**src/rtl/mbox_req_seq_if.sv**
```systemverilog
// mbox_req_seq_if -- bundle of every handshake/bus signal of mbox_req_seq.
//
// EBOX side:
//   EBOX_REQ        request strobe
//   EBOX_VMA        request address [13:35]
//   eboxRead/Write  request type (both set is a read)
//   cacheDataWrite  store data [0:35]
//   mboxRespIn      one-cycle completion pulse
//   cacheDataRead   load data returned [0:35]
//   nxmErr          one-cycle nonexistent-memory pulse
//   busy            sequencer not idle
// Memory backend side:
//   memReq          backend request
//   memAdr          backend address [13:35]
//   memRead/Write   backend request type
//   memWrData       backend store data [0:35]
//   memAck          backend accept/complete
//   memRdData       backend load data [0:35], valid with memAck
//
// Modports: master = the sequencer, slave = the EBOX/backend environment.
interface mbox_req_seq_if;
  logic        EBOX_REQ;
  logic [13:35] EBOX_VMA;
  logic        eboxRead;
  logic        eboxWrite;
  logic [0:35] cacheDataWrite;

  logic        memReq;
  logic [13:35] memAdr;
  logic        memRead;
  logic        memWrite;
  logic [0:35] memWrData;
  logic        memAck;
  logic [0:35] memRdData;

  logic        mboxRespIn;
  logic [0:35] cacheDataRead;
  logic        nxmErr;
  logic        busy;

  modport master (
    input  EBOX_REQ, EBOX_VMA, eboxRead, eboxWrite, cacheDataWrite,
    input  memAck, memRdData,
    output memReq, memAdr, memRead, memWrite, memWrData,
    output mboxRespIn, cacheDataRead, nxmErr, busy
  );

  modport slave (
    output EBOX_REQ, EBOX_VMA, eboxRead, eboxWrite, cacheDataWrite,
    output memAck, memRdData,
    input  memReq, memAdr, memRead, memWrite, memWrData,
    input  mboxRespIn, cacheDataRead, nxmErr, busy
  );
endinterface

```
**src/rtl/mbox_req_seq.sv**
```systemverilog
// mbox_req_seq -- single-outstanding EBOX memory request sequencer.
//
// Accepts one EBOX request while idle, presents it to the memory backend
// until memAck, then pulses mboxRespIn for one cycle. Requests arriving
// while busy are dropped (no queueing).
//
// Ports:
//   clk     system clock
//   CROBAR  synchronous active-high reset
//   bus     mbox_req_seq_if.master (EBOX and backend signals)
//
// Parameter:
//   TIMEOUT_CYCLES  REQ cycles without memAck before NXM (2..255)
//
// Build option:
//   MBOX_TIMEOUT_EN  when defined, an 8-bit REQ-cycle counter ends a request
//                    after TIMEOUT_CYCLES with nxmErr; otherwise REQ waits
//                    for memAck forever and nxmErr is tied low.
module mbox_req_seq #(
  parameter int TIMEOUT_CYCLES = 64
) (
  input  logic           clk,
  input  logic           CROBAR,
  mbox_req_seq_if.master bus
);

  if (TIMEOUT_CYCLES < 2 || TIMEOUT_CYCLES > 255) begin : gBadTimeout
    $error("mbox_req_seq: TIMEOUT_CYCLES must be in 2..255");
  end

  typedef enum logic [1:0] {
    IDLE = 2'd0,
    REQ  = 2'd1,
    RESP = 2'd2
  } seqStateT;

  seqStateT     state;
  seqStateT     nextState;
  logic [13:35] adrLat;
  logic [0:35]  wrDataLat;
  logic         rdLat;
  logic [0:35]  cacheRd;
  logic         reqValid;
  logic         timeoutHit;

  // Both type bits set is a read; neither set is not a request at all.
  assign reqValid = bus.EBOX_REQ && (bus.eboxRead || bus.eboxWrite);

`ifdef MBOX_TIMEOUT_EN
  localparam logic [7:0] TO_LAST = 8'(TIMEOUT_CYCLES - 1);

  logic [7:0] toCnt;
  logic       nxmNext;
  logic       nxmLat;

  // Counts REQ cycles already spent without memAck. The cycle in which the
  // count would reach TIMEOUT_CYCLES is the last REQ cycle.
  always_ff @(posedge clk) begin
    if (CROBAR) begin
      toCnt <= '0;
    end else if (state != REQ) begin
      toCnt <= '0;
    end else if (!bus.memAck) begin
      toCnt <= toCnt + 8'd1;
    end
  end

  assign timeoutHit = (toCnt == TO_LAST);
`else
  assign timeoutHit = 1'b0;
`endif

  // NOTE: state and datapath registers use non-blocking assignments so every
  // flop samples pre-edge values regardless of statement order.
  always_ff @(posedge clk) begin
    // NOTE: address/data latches are reset too, because the reset values of
    // memAdr, memWrData and cacheDataRead are architecturally visible.
    if (CROBAR) begin
      state     <= IDLE;
      adrLat    <= '0;
      wrDataLat <= '0;
      rdLat     <= 1'b0;
      cacheRd   <= '0;
    end else begin
      state <= nextState;
      if (state == IDLE && reqValid) begin
        adrLat    <= bus.EBOX_VMA;
        wrDataLat <= bus.cacheDataWrite;
        rdLat     <= bus.eboxRead;
      end
      if (state == REQ && rdLat) begin
        if (bus.memAck) begin
          cacheRd <= bus.memRdData;
        end else if (timeoutHit) begin
          cacheRd <= '0;
        end
      end
    end
  end

  // NOTE: every signal written here gets a default first so no path through
  // the case statement can infer a latch.
  always_comb begin
    nextState = state;
`ifdef MBOX_TIMEOUT_EN
    nxmNext   = 1'b0;
`endif
    case (state)
      IDLE: if (reqValid) nextState = REQ;
      REQ: begin
        // memAck wins over a timeout landing in the same cycle.
        if (bus.memAck) begin
          nextState = RESP;
        end else if (timeoutHit) begin
          nextState = RESP;
`ifdef MBOX_TIMEOUT_EN
          nxmNext   = 1'b1;
`endif
        end
      end
      RESP:    nextState = IDLE;
      default: nextState = IDLE;
    endcase
  end

`ifdef MBOX_TIMEOUT_EN
  // Registered so nxmErr lines up with the RESP cycle (mboxRespIn).
  always_ff @(posedge clk) begin
    if (CROBAR) begin
      nxmLat <= 1'b0;
    end else begin
      nxmLat <= nxmNext;
    end
  end

  assign bus.nxmErr = nxmLat;
`else
  assign bus.nxmErr = 1'b0;
`endif

  assign bus.memReq        = (state == REQ);
  assign bus.memRead       = (state == REQ) && rdLat;
  assign bus.memWrite      = (state == REQ) && !rdLat;
  assign bus.memAdr        = adrLat;
  assign bus.memWrData     = wrDataLat;
  assign bus.mboxRespIn    = (state == RESP);
  assign bus.cacheDataRead = cacheRd;
  assign bus.busy          = (state != IDLE);

endmodule

```
**src/flat_wrapper.sv**
```systemverilog
// flat-port wrapper written by rule: the top's interface ports become plain ports
module mbox_req_seq_flat 
#(
  parameter int TIMEOUT_CYCLES = 64
)
  (clk, CROBAR, bus_EBOX_REQ, bus_EBOX_VMA, bus_eboxRead, bus_eboxWrite, bus_cacheDataWrite, bus_memAck, bus_memRdData, bus_memReq, bus_memAdr, bus_memRead, bus_memWrite, bus_memWrData, bus_mboxRespIn, bus_cacheDataRead, bus_nxmErr, bus_busy);
  mbox_req_seq_if bus_i ();
  input  logic clk;
  input  logic CROBAR;
  input wire logic [$bits(bus_i.EBOX_REQ)-1:0] bus_EBOX_REQ;
  input wire logic [$bits(bus_i.EBOX_VMA)-1:0] bus_EBOX_VMA;
  input wire logic [$bits(bus_i.eboxRead)-1:0] bus_eboxRead;
  input wire logic [$bits(bus_i.eboxWrite)-1:0] bus_eboxWrite;
  input wire logic [$bits(bus_i.cacheDataWrite)-1:0] bus_cacheDataWrite;
  input wire logic [$bits(bus_i.memAck)-1:0] bus_memAck;
  input wire logic [$bits(bus_i.memRdData)-1:0] bus_memRdData;
  output wire logic [$bits(bus_i.memReq)-1:0] bus_memReq;
  output wire logic [$bits(bus_i.memAdr)-1:0] bus_memAdr;
  output wire logic [$bits(bus_i.memRead)-1:0] bus_memRead;
  output wire logic [$bits(bus_i.memWrite)-1:0] bus_memWrite;
  output wire logic [$bits(bus_i.memWrData)-1:0] bus_memWrData;
  output wire logic [$bits(bus_i.mboxRespIn)-1:0] bus_mboxRespIn;
  output wire logic [$bits(bus_i.cacheDataRead)-1:0] bus_cacheDataRead;
  output wire logic [$bits(bus_i.nxmErr)-1:0] bus_nxmErr;
  output wire logic [$bits(bus_i.busy)-1:0] bus_busy;
  assign bus_i.EBOX_REQ = bus_EBOX_REQ;
  assign bus_i.EBOX_VMA = bus_EBOX_VMA;
  assign bus_i.eboxRead = bus_eboxRead;
  assign bus_i.eboxWrite = bus_eboxWrite;
  assign bus_i.cacheDataWrite = bus_cacheDataWrite;
  assign bus_i.memAck = bus_memAck;
  assign bus_i.memRdData = bus_memRdData;
  assign bus_memReq = bus_i.memReq;
  assign bus_memAdr = bus_i.memAdr;
  assign bus_memRead = bus_i.memRead;
  assign bus_memWrite = bus_i.memWrite;
  assign bus_memWrData = bus_i.memWrData;
  assign bus_mboxRespIn = bus_i.mboxRespIn;
  assign bus_cacheDataRead = bus_i.cacheDataRead;
  assign bus_nxmErr = bus_i.nxmErr;
  assign bus_busy = bus_i.busy;
  mbox_req_seq #(.TIMEOUT_CYCLES(TIMEOUT_CYCLES)) u_core (.clk(clk), .CROBAR(CROBAR), .bus(bus_i));
endmodule
```
**config.mk**
```make
export PLATFORM = sky130hd
export DESIGN_NAME = mbox_req_seq_flat
export DESIGN_NICKNAME = d
export VERILOG_FILES = /design/src/rtl/mbox_req_seq_if.sv /design/src/rtl/mbox_req_seq.sv /design/src/flat_wrapper.sv
export SDC_FILE = /design/constraint.sdc
export NUM_CORES = 1
export LEC_CHECK = 0
export CAP_MARGIN = 10
export CORE_UTILIZATION = 40
export CTS_CLUSTER_DIAMETER = 60
export CTS_CLUSTER_SIZE = 12
export DETAILED_ROUTE_END_ITERATION = 12
export PLACE_DENSITY = 0.8
export SYNTH_ARGS = -nofsm -noshare
export SYNTH_HDL_FRONTEND = slang
export SYNTH_SLANG_ARGS = --single-unit
```
**constraint.sdc**
```tcl
create_clock -name clk -period 1.4 [get_ports clk]
set_input_delay 0.21 -clock clk [delete_from_list [all_inputs] [get_ports clk]]
set_output_delay 0.21 -clock clk [all_outputs]
set_load 0.05 [all_outputs]
```
== Word-level counts from Yosys, hierarchy flattened ==
Cells that the tools add are included.
Cells by class
  multipliers: 0
  add/subtract/negate cells: 0
  equal/unequal tests: 4
  shifts and indexed selects: 0
  bitwise logic cells: 0
  $lt $le $gt $ge: 0
  muxes and demuxes: 3
  div/mod/pow operators: 0
  reductions and logical operators: 10
Operators by type and width (count)
  $logic_and A1 B1 Y1: 4
  $mux W2: 2
  $pmux W2 S2: 1
  $reduce_and A2 Y1: 2
  $eq A2 B1 Y1 const B: 1
  $eq A2 B2 Y1 const B: 1
  $logic_not A2 Y1: 1
  $ne A2 B1 Y1 const B: 1
  $ne A2 B2 Y1 const B: 1
  $reduce_bool A2 Y1: 1
  $logic_not A1 Y1: 1
  $logic_or A1 B1 Y1: 1
Storage, ports and cells
  bits of input ports: 101
  word-level logic and storage cells: 22
  output and inout bits: 101
  latch bits: 0
  memories kept: 0
  memory bits (writable): 0
  bits in read-only memories: 0
  bits in registers: 98

== Logic depth before layout (Yosys ltp) ==
Gate-level depths: netlist of run 1.
  depth in word-level cells: 4
  mapped depth: 5
  depth with buffers taken out: 3

== Worst setup path after synthesis of run 1 ==
Ideal clock, no wire load.
  path kind: register to output
  from: register u_core.state[1]
  to: output port bus_memWrite
  required time: 1190 ps
  cell stages (with the launch flop): 3
  path buffers: 0
  data arrival time: 1608 ps
  path slack: -418 ps
  path through: dfxtp_1 and2b_1 nor2b_1
On the way
  word-level cells in the longest chain between the ends: 2
RTL lines
  start, declared: line mbox_req_seq.sv:37  | seqStateT state;
  start signal, assigned: line mbox_req_seq.sv:85  | state <= nextState;
  $eq A2 B1 Y1
  named net bus_memReq: line flat_wrapper.sv:17  | output wire logic [$bits(bus_i.memReq)-1:0] bus_memReq;
  $logic_and A1 B1 Y1: line mbox_req_seq.sv:143  | assign bus.memWrite = (state == REQ) && !rdLat;
  end, declared: line flat_wrapper.sv:20  | output wire logic [$bits(bus_i.memWrite)-1:0] bus_memWrite;
The timed path passes the listed nets, and every way through them passes these cells.

== Final worst setup path of run 1 ==
  from: register u_core.state[0]
  to: register u_core.adrLat (netlist bit u_core.bus.memAdr[35])
On the way
  word-level cells in the longest chain between the ends: 2
RTL lines
  $logic_not A2 Y1: line mbox_req_seq.sv:86  | if (state == IDLE && reqValid) begin
  $logic_and A1 B1 Y1: line mbox_req_seq.sv:86
  end signal, assigned: line mbox_req_seq.sv:87  | adrLat <= bus.EBOX_VMA;
  end, declared: line mbox_req_seq.sv:39  | logic [13:35] adrLat;
Every way passes these cells.
A chain may end at the register's enable or synchronous reset.

==> results_dict.tcl, run 1 <==
set metrics [dict create \
    crit_type "register to register" \
    cp_max_fo 8 \
    slew_violations 0 \
    synth_seq_cells 98 \
    dr.pass1.iters 4 \
    synth_fa_ha_area_share_pct 0 \
    ys_types 22 \
    n_antenna_cell 0 \
    ys_warn_count 0 \
    cts.clk_slew.worst_paths_ps 100 \
    hp-class "primary input to register" \
    die_h_microns 103.2 \
    wl_mm 12.48 \
    cts_buffer_depth 2 \
    fin_crit_ps 1588 \
    netlist_instances 431 \
    cts_root_buf "clkbuf_8" \
    grt_first_pass_wirelength_mm 17.77 \
    final_area_sq_um 7790 \
    grt_pass1_vias 3720 \
    placed_area_sq_um 7276 \
    worstSetupEndpointType "register" \
    maxCapViolations 0 \
    setup_viol_count_final 68 \
    start_kind "register" \
    drtIter0Drc 81 \
    fmax_mhz 629.7 \
    drive_gt1_share_pct 27.13 \
    violations "negative setup slack" \
    antenna_found_initial 0 \
    port_buffers 200 \
    final_hold_viol_count 0 \
    synthToLayoutAreaGrowth_pct 89.99 \
    status "finished, violations left" \
    worst_slack_ps -188.0 \
    vias 3680 \
    gp_congestion 0.7430 \
    dieWidth_microns 103.2 \
    rows 36 \
    leakage_nw 2.950 \
    core_sq_um 9864 \
    hold_slack_ps 378.7 \
    finalCritPeriodShare_pct 113.4 \
    ff2ff_path_depth 6 \
    synth.net_count 532 \
    die_area_sq_um 10660 \
    synth_compound_area_share_pct 4.638 \
    drcViolationCount 0 \
    ys_seq_area_share_pct 47.85 \
    hold_depth 3 \
    syn-cell-area_sq_um 4100 \
    wire_per_inst_microns 16.04 \
    grt_usage_pct 21.74 \
    final_core_util_pct 78.97 \
    synthSimpleGateAreaFrac_pct 26.98 \
    rsz0062_at_grt "true" \
    dp_hpwl_mm 8.614 \
    numCtsBuffers 9 \
    syn-mean-instance-area_sq_um 9.513 \
    initial_utilization_pct 41.57 \
    synth_mux_area_share_pct 14.65 \
    ant_nets 0 \
    cts.htree.levels 3 \
    grt.overflow.total 0 \
    synth-xor-area-share_pct 0 \
    io_pins 202 \
    synth_top_family_by_area "simple AND/OR/NAND/NOR gates" \
    required_ps 1670 \
    grt_max_degree 81 \
    fin_worst_skew_ps 7.872 \
    vias_per_cell 4.730 \
    cts_tree "yes" \
    clock-sinks 98 \
    vdd_drop_max_mv 0.6418 \
    crit_arrival_ps 1860 \
    powerDensity_nw_per_um2 885.6 \
    clk_latency_ps 340 \
    nNetsFinal 741 \
    final_common_cell "nand2b_1" \
    final_cell_mix "nand2b_1 (120), buf_12 (107), clkdlybuf4s50_1 (99), dfxtp_1 (96), nand2_1 (72)" \
]
state kept, by name (all words and copies together) (netlist names):
signal / count
u_core.bus.cacheDataRead: 36
u_core.rdLat: 1
u_core.state: 2
u_core.bus.memAdr: 23
u_core.bus.memWrData: 36
logic make-up (layout without fill, tap and decap cells):
group	count (synthesis)	in the layout
AO/OA/AOI/OAI	37	37
multiplexers	60	60
AND/OR/NAND/NOR	203	203
other	1	1
flip-flops	98	98
buffers and inverters	32	246
critical path: stages, from the launching register on:
cell,delay [ps]
dfxtp_2,340
or2_4,270
nor3b_4,240
buf_4,160
buf_12,150
buf_12,150
mux2i_1,210
where the power goes:
group          switching (mW)  internal [mW]
combinational           0.856           1.08
clock                   0.981          0.924
sequential              0.145           2.92
synthesized netlist by cell type:
| master | number | share of area [%] |
|---|---|---|
| nand2b_1 | 120 | 18 |
| dfxtp_1 | 98 | 48 |
| nand2_1 | 72 | 6.6 |
| mux2i_1 | 60 | 15 |
| a21oi_1 | 36 | 4.4 |
| clkbuf_1 | 16 | 1.5 |
| buf_2 | 7 | 0.85 |
| buf_12 | 6 | 2.9 |
| nor2b_1 | 3 | 0.46 |
| and2_1 | 1 | 0.15 |
| and2b_1 | 1 | 0.18 |
| and3b_1 | 1 | 0.21 |
| and4b_1 | 1 | 0.24 |
| buf_1 | 1 | 0.091 |
| buf_4 | 1 | 0.18 |
| buf_6 | 1 | 0.27 |
| conb_1 | 1 | 0.091 |
| nand4b_1 | 1 | 0.21 |
| nor2_1 | 1 | 0.091 |
| nor3b_2 | 1 | 0.31 |
| o21ba_2 | 1 | 0.24 |
| or2_4 | 1 | 0.21 |
per-stage QoR:
step / TNS, ps / total power [mW] / std cells / worst slack (ps)
detailed placement: -14720 / 4.930 / 751 / -260.1
floorplan: 0 / 3.936 / 431 / 18.28
finish: -7829 / 6.899 / 778 / -188.0
global placement: -10310 / 4.889 / 751 / -186.6
CTS: -5020 / 6.883 / 776 / -152.2
global route: -11280 / 7.140 / 778 / -237.6
layer usage:
metal	global-route usage [%]	wire length, microns	part of all wire (%)	vias up
li1	-	-	-	1792
met1	23.04	4714	38	1726
met2	40.92	6655	53	145
met3	8.266	938	7.5	17
met4	4.442	174	1.4	0
met5	0	0	0	-
timing repair:
action / in CTS / in global routing
hold buffers: 0 / 0
endpoints found under the setup margin: 50 / 77
pin swaps: 0 / 3
gates resized for setup: 18 / 28
setup buffers: 6 / 3
gates cloned: 3 / 2
cell type report:
| cell class | instances | area (sq um) |
|---|---|---|
| fillers | 578 | 2074 |
| well taps | 133 | 166.4 |
| multi-input cells | 301 | 2013 |
| clock inverters | 4 | 50.05 |
| flip-flops and latches | 98 | 1964 |
| clock buffers | 12 | 155.1 |
| repair buffers | 230 | 3441 |
path summary, 6_finish.rpt:
path	startpoint	endpoint	slack, ps
worst max-delay path	u_core.state[0]	u_core.bus.memAdr[35]	-190
worst min-delay path	CROBAR	u_core.bus.cacheDataRead[26]	380
worst max register to register	u_core.state[0]	u_core.bus.memAdr[35]	-190
worst min register to register	u_core.bus.cacheDataRead[18]	u_core.bus.cacheDataRead[18]	490
(Power assumes the default switching activity.)
==> run 2: changes to the inputs <==
--- a/config.mk
+++ b/config.mk
@@ -5,10 +5,12 @@
 export SDC_FILE = /design/constraint.sdc
 export NUM_CORES = 1
 export LEC_CHECK = 0
+export ABC_CLOCK_PERIOD_IN_PS = 1400
 export CAP_MARGIN = 10
+export CORE_MARGIN = 4
 export CORE_UTILIZATION = 40
 export CTS_CLUSTER_DIAMETER = 60
-export CTS_CLUSTER_SIZE = 12
+export CTS_CLUSTER_SIZE = 20
 export DETAILED_ROUTE_END_ITERATION = 12
 export PLACE_DENSITY = 0.8
 export SYNTH_ARGS = -nofsm -noshare
==> run 2 against run 1 <==
Compared with the run above:
- the run still ends with negative setup slack left
- cell count grew 0.13%
- clock skew grew 1.6 ps
- die area grew 12%
- highest routed layer unchanged
- first-iteration DRC count grew 48%
- largest power group unchanged
- register-to-register slack gained 20 ps
- cell area grew 1.1%
==> results_dict.tcl, run 2 (synthesized netlist as in run 1, its figures left out) <==
set metrics [dict create \
    status "finished, violations left" \
    violations "negative setup slack" \
    port_buffers 200 \
    finalCritPeriodShare_pct 111.7 \
    worstSetupEndpointType "output port" \
    final_common_cell "nand2b_1" \
    fin_crit_ps 1563 \
    initial_utilization_pct 41.57 \
    rsz0062_at_grt "true" \
    wl_mm 13.53 \
    clock-sinks 98 \
    required_ps 1190 \
    synthToLayoutAreaGrowth_pct 92.13 \
    gp_congestion 0.7584 \
    grt_usage_pct 21.72 \
    grt_pass1_vias 3938 \
    drcViolationCount 0 \
    grt_first_pass_wirelength_mm 19.98 \
    wire_per_inst_microns 17.37 \
    leakage_nw 2.999 \
    crit_arrival_ps 1350 \
    dp_hpwl_mm 9.358 \
    slew_violations 0 \
    cts.htree.levels 3 \
    fmax_mhz 639.7 \
    final_area_sq_um 7878 \
    power.total_mw 7.192 \
    dr.pass1.iters 4 \
    place_inst 747 \
    dieWidth_microns 109.2 \
    vdd_drop_max_mv 0.5320 \
    die_area_sq_um 11930 \
    cts.clk_slew.worst_paths_ps 90 \
    core_sq_um 9864 \
    setup_viol_count_final 66 \
    placed_area_sq_um 7246 \
    powerDensity_nw_per_um2 913.0 \
    final.fill_count 564 \
    rows 36 \
    numCtsBuffers 9 \
    grt_max_degree 38 \
    hp-class "primary input to register" \
    worst_slack_ps -163.3 \
    clk_latency_ps 350 \
    start_kind "register" \
    finalSetupTns_ps -5019 \
    vias_per_cell 4.715 \
    final_core_util_pct 79.86 \
    cts_root_buf "clkbuf_8" \
    final_cells 779 \
    vias 3673 \
    cts_tree "yes" \
    n_antenna_cell 0 \
    die_h_microns 109.2 \
    grt.overflow.total 0 \
    io_pins 202 \
    nNetsFinal 742 \
    ant_nets 0 \
    final_cell_mix "nand2b_1 (120), buf_12 (108), clkdlybuf4s50_1 (99), dfxtp_1 (96), nand2_1 (72)" \
    drive_gt1_share_pct 27.40 \
    final_hold_viol_count 0 \
    antenna_found_initial 0 \
    cp_max_fo 2 \
    cts_buffer_depth 2 \
    pre_cts_slack_ps -323.3 \
    crit_type "register to output port" \
    hold_slack_ps 374.3 \
    drtIter0Drc 120 \
    fin_worst_skew_ps 9.514 \
    maxCapViolations 0 \
]
run 2: cell types whose count changed in the layout (fill, tap and decap cells not counted), sizes merged:
cell / before / now
clkinvlp: 2 / 0
clkinv: 1 / 3
buf: 129 / 130
bufinv: 1 / 3
clkbuf: 14 / 12
run 2: final cells by class:
class	instances	area [sq um]	area share [%]
multi-input combinational	301	2008	25.49
clock inverter	6	105.1	1.334
sequential	98	1964	24.94
timing repair buffer	231	3506	44.50
clock buffer	10	127.6	1.620
tap	133	166.4	2.112
run 2: layer usage:
layer | global-route usage [%] | vias to the layer above | share of wire (%) | routed length [microns]
met2 | 41.05 | 129 | 55 | 7434
li1 | - | 1795 | - | -
met3 | 6.986 | 16 | 8.1 | 1103
met1 | 22.51 | 1733 | 35 | 4799
met4 | 7.035 | 0 | 1.4 | 196
met5 | 0 | - | 0 | 0
run 2: power by group:
| group | total (mW) | internal [mW] | switching [mW] |
|---|---|---|---|
| Clock | 2.14 | 1.18 | 0.965 |
| Sequential | 3.06 | 2.92 | 0.146 |
| Combinational | 1.99 | 1.10 | 0.881 |
| Total | 7.19 | 5.20 | 1.99 |
run 2: timing repair:
action                     4_1_cts  5_1_grt
hold buffers                     0        0
gates cloned                     6        2
setup buffers                    8        2
resized for setup               15       28
setup endpoints to repair       65       66
pin swaps                        1        2
run 2: worst paths after layout:
path	slack, ps	start	end	cells after the start
hold / removal	370	CROBAR	u_core.bus.memAdr[18]	3
hold reg to reg	490	u_core.bus.cacheDataRead[28]	u_core.bus.cacheDataRead[28]	2
setup / recovery	-160	u_core.state[0]	bus_busy	4
setup reg to reg	-160	u_core.state[0]	u_core.bus.memWrData[33]	6
run 2: critical path, cell delays in order (launching register included):
cell	delay, ps
dfxtp_2	330
or2_4	270
buf_4	150
buf_6	110
buf_12	140
==> patch, RTL diff (settings of run 2) <==
The option `MBOX_TIMEOUT_EN` is turned on by a define.
--- a/src/rtl/mbox_req_seq.sv
+++ b/src/rtl/mbox_req_seq.sv
@@ -17,4 +17,6 @@
 //                    after TIMEOUT_CYCLES with nxmErr; otherwise REQ waits
 //                    for memAck forever and nxmErr is tied low.
+`define MBOX_TIMEOUT_EN
+
 module mbox_req_seq #(
   parameter int TIMEOUT_CYCLES = 64
Formal check against the unedited RTL: no difference found for any inputs over 10 cycles, from zero or initial values; that may be too few to reach the edited logic, so the function may still have changed.
==> patch against run 2 <==
  * The flow still finishes with violations (negative setup slack)
  * Synthesized area grew 25%
  * Wire length grew 17%
  * Sequential cell count grew 9
  * Maximum frequency increased by 2.4%
  * Cell area rose by 14%
  * Setup slack improved by 0.037 ns
  * Count of clock-buffer cells in the layout increased by 3
  * Sequential share of layout area is 1.1 points lower
  * First-iteration DRC count increased to 2.7 times the old value
  * Total power is 12% higher
  * Critical path type is now register to register
  * Highest routed layer unchanged
==> patch: results (changes against run 2) <==
Via density = 5.11 (was 4.72)
Final Setup Violations = 6 (was 66)
Violated checks = negative setup slack (unchanged)
Syn nets = 623 (was 532)
Gr usage total = 19.8% (was 21.7%)
Outcome = finished with violations (unchanged)
Synth unique cells = 36 (was 22)
Slowest stage delay, CP = 0.43 ns (was 0.33 ns)
Register area = 2150 µm² (was 1960 µm²)
Worst setup endpoint = u_core.bus.cacheDataRead[20]$_SDFFE_PP0P_ (was bus_busy)
Post_cts resized = 11 (was 15)
Synth top area cells = dfxtp_1 (42%), nand2b_1 (15%), mux2i_1 (12%) (was dfxtp_1 (48%), nand2b_1 (18%), mux2i_1 (15%))
Initial detailed-routing violation count = 319 (was 120)
CP arrival = 1.77 ns (was 1.35 ns)
Placed cells = 874 (was 747)
DR vias = 4608 (was 3673)
Part of the Yosys area used for sequential elements = 41.9% (was 47.8%)
Top post-synthesis cells by count = nand2b_1 (121), dfxtp_1 (107), mux2i_1 (61) (was nand2b_1 (120), dfxtp_1 (98), nand2_1 (72))
Nets@finish = 827 (was 742)
Lkg Pwr = 0.00333 µW (was 0.00300 µW)
Reg2reg start = u_core.state[1]$_SDFFE_PP0P_ (was u_core.state[0]$_SDFFE_PP0P_)
Setup ws final = -0.126 ns (was -0.163 ns)
Peak VDD IR = 0.000805 V (was 0.000532 V)
Hold path endpoint = u_core.bus.memWrData[2]$_SDFFE_PP0P_ (was u_core.bus.memAdr[18]$_SDFFE_PP0P_)
Crit path max-delay family = simple AND/OR/NAND/NOR gates (was buffers and inverters)
Placed Area = 8360 µm² (was 7250 µm²)
First-pass GRT wire length = 23.4 mm (was 20.0 mm)
WL final = 15.9 mm (was 13.5 mm)
patch: cell types whose count changed in the layout (fill, tap and decap cells not counted), sizes merged, moves of 3 or more:
cell / before / now
dfxtp: 98 / 107
nor2: 1 / 7
nor2b: 3 / 39
clkbuf: 12 / 18
buf: 130 / 133
nand2: 72 / 1
nand3: 0 / 3
a22oi: 0 / 36
inv: 0 / 4
o21ai: 0 / 38
patch: cell families after synthesis:
group                      Yosys count  synth area share [%]
and+or+nand+nor                    183                  22.5
xor gates and xnor gates             4                 0.685
AOI/OAI and AO/OA                  118                  16.7
DFF                                107                  41.9
muxes                               61                  11.9
buffers and inverters               47                  6.07
adders and majority gates            1                 0.245
patch: final cells by class:
cell class,count,area share (%)
Tap cell,172,2.39
Multi-Input combinational cell,367,31.0
Sequential cell,107,23.9
Inverter,3,0.153
Timing Repair Buffer,237,39.1
Clock buffer,13,3.00
Clock inverter,3,0.486
patch: per-stage QoR:
step                setup slack, ns  TNS (ns)
floorplan                    0.0727         0
global placement             -0.164     -5.15
detailed placement           -0.224    -10.13
CTS                         -0.0584    -0.174
global route                 -0.138    -0.756
finish                       -0.126    -0.247
patch: routing by layer:
metal  up-vias  GRT usage [%]  wire (µm)
met3        27           8.11       1560
li1       2189              -          -
met1      2185           21.5       5820
met5         -              0          0
met4         0           7.08        412
met2       207           34.7       8100
patch: report_power, final:
group	switching [µW]	internal, µW
registers	163	3190
logic	946	1090
clock network	1100	1540
total	2210	5820
patch: worst register-to-register path, delay by kind of cell, from the launching register on:
| kind | cells | cell delay (ns) |
|---|---|---|
| AOI/OAI and AO/OA | 2 | 0.30 |
| buffers and inverters | 2 | 0.34 |
| DFF | 1 | 0.36 |
| and+or+nand+nor | 1 | 0.43 |
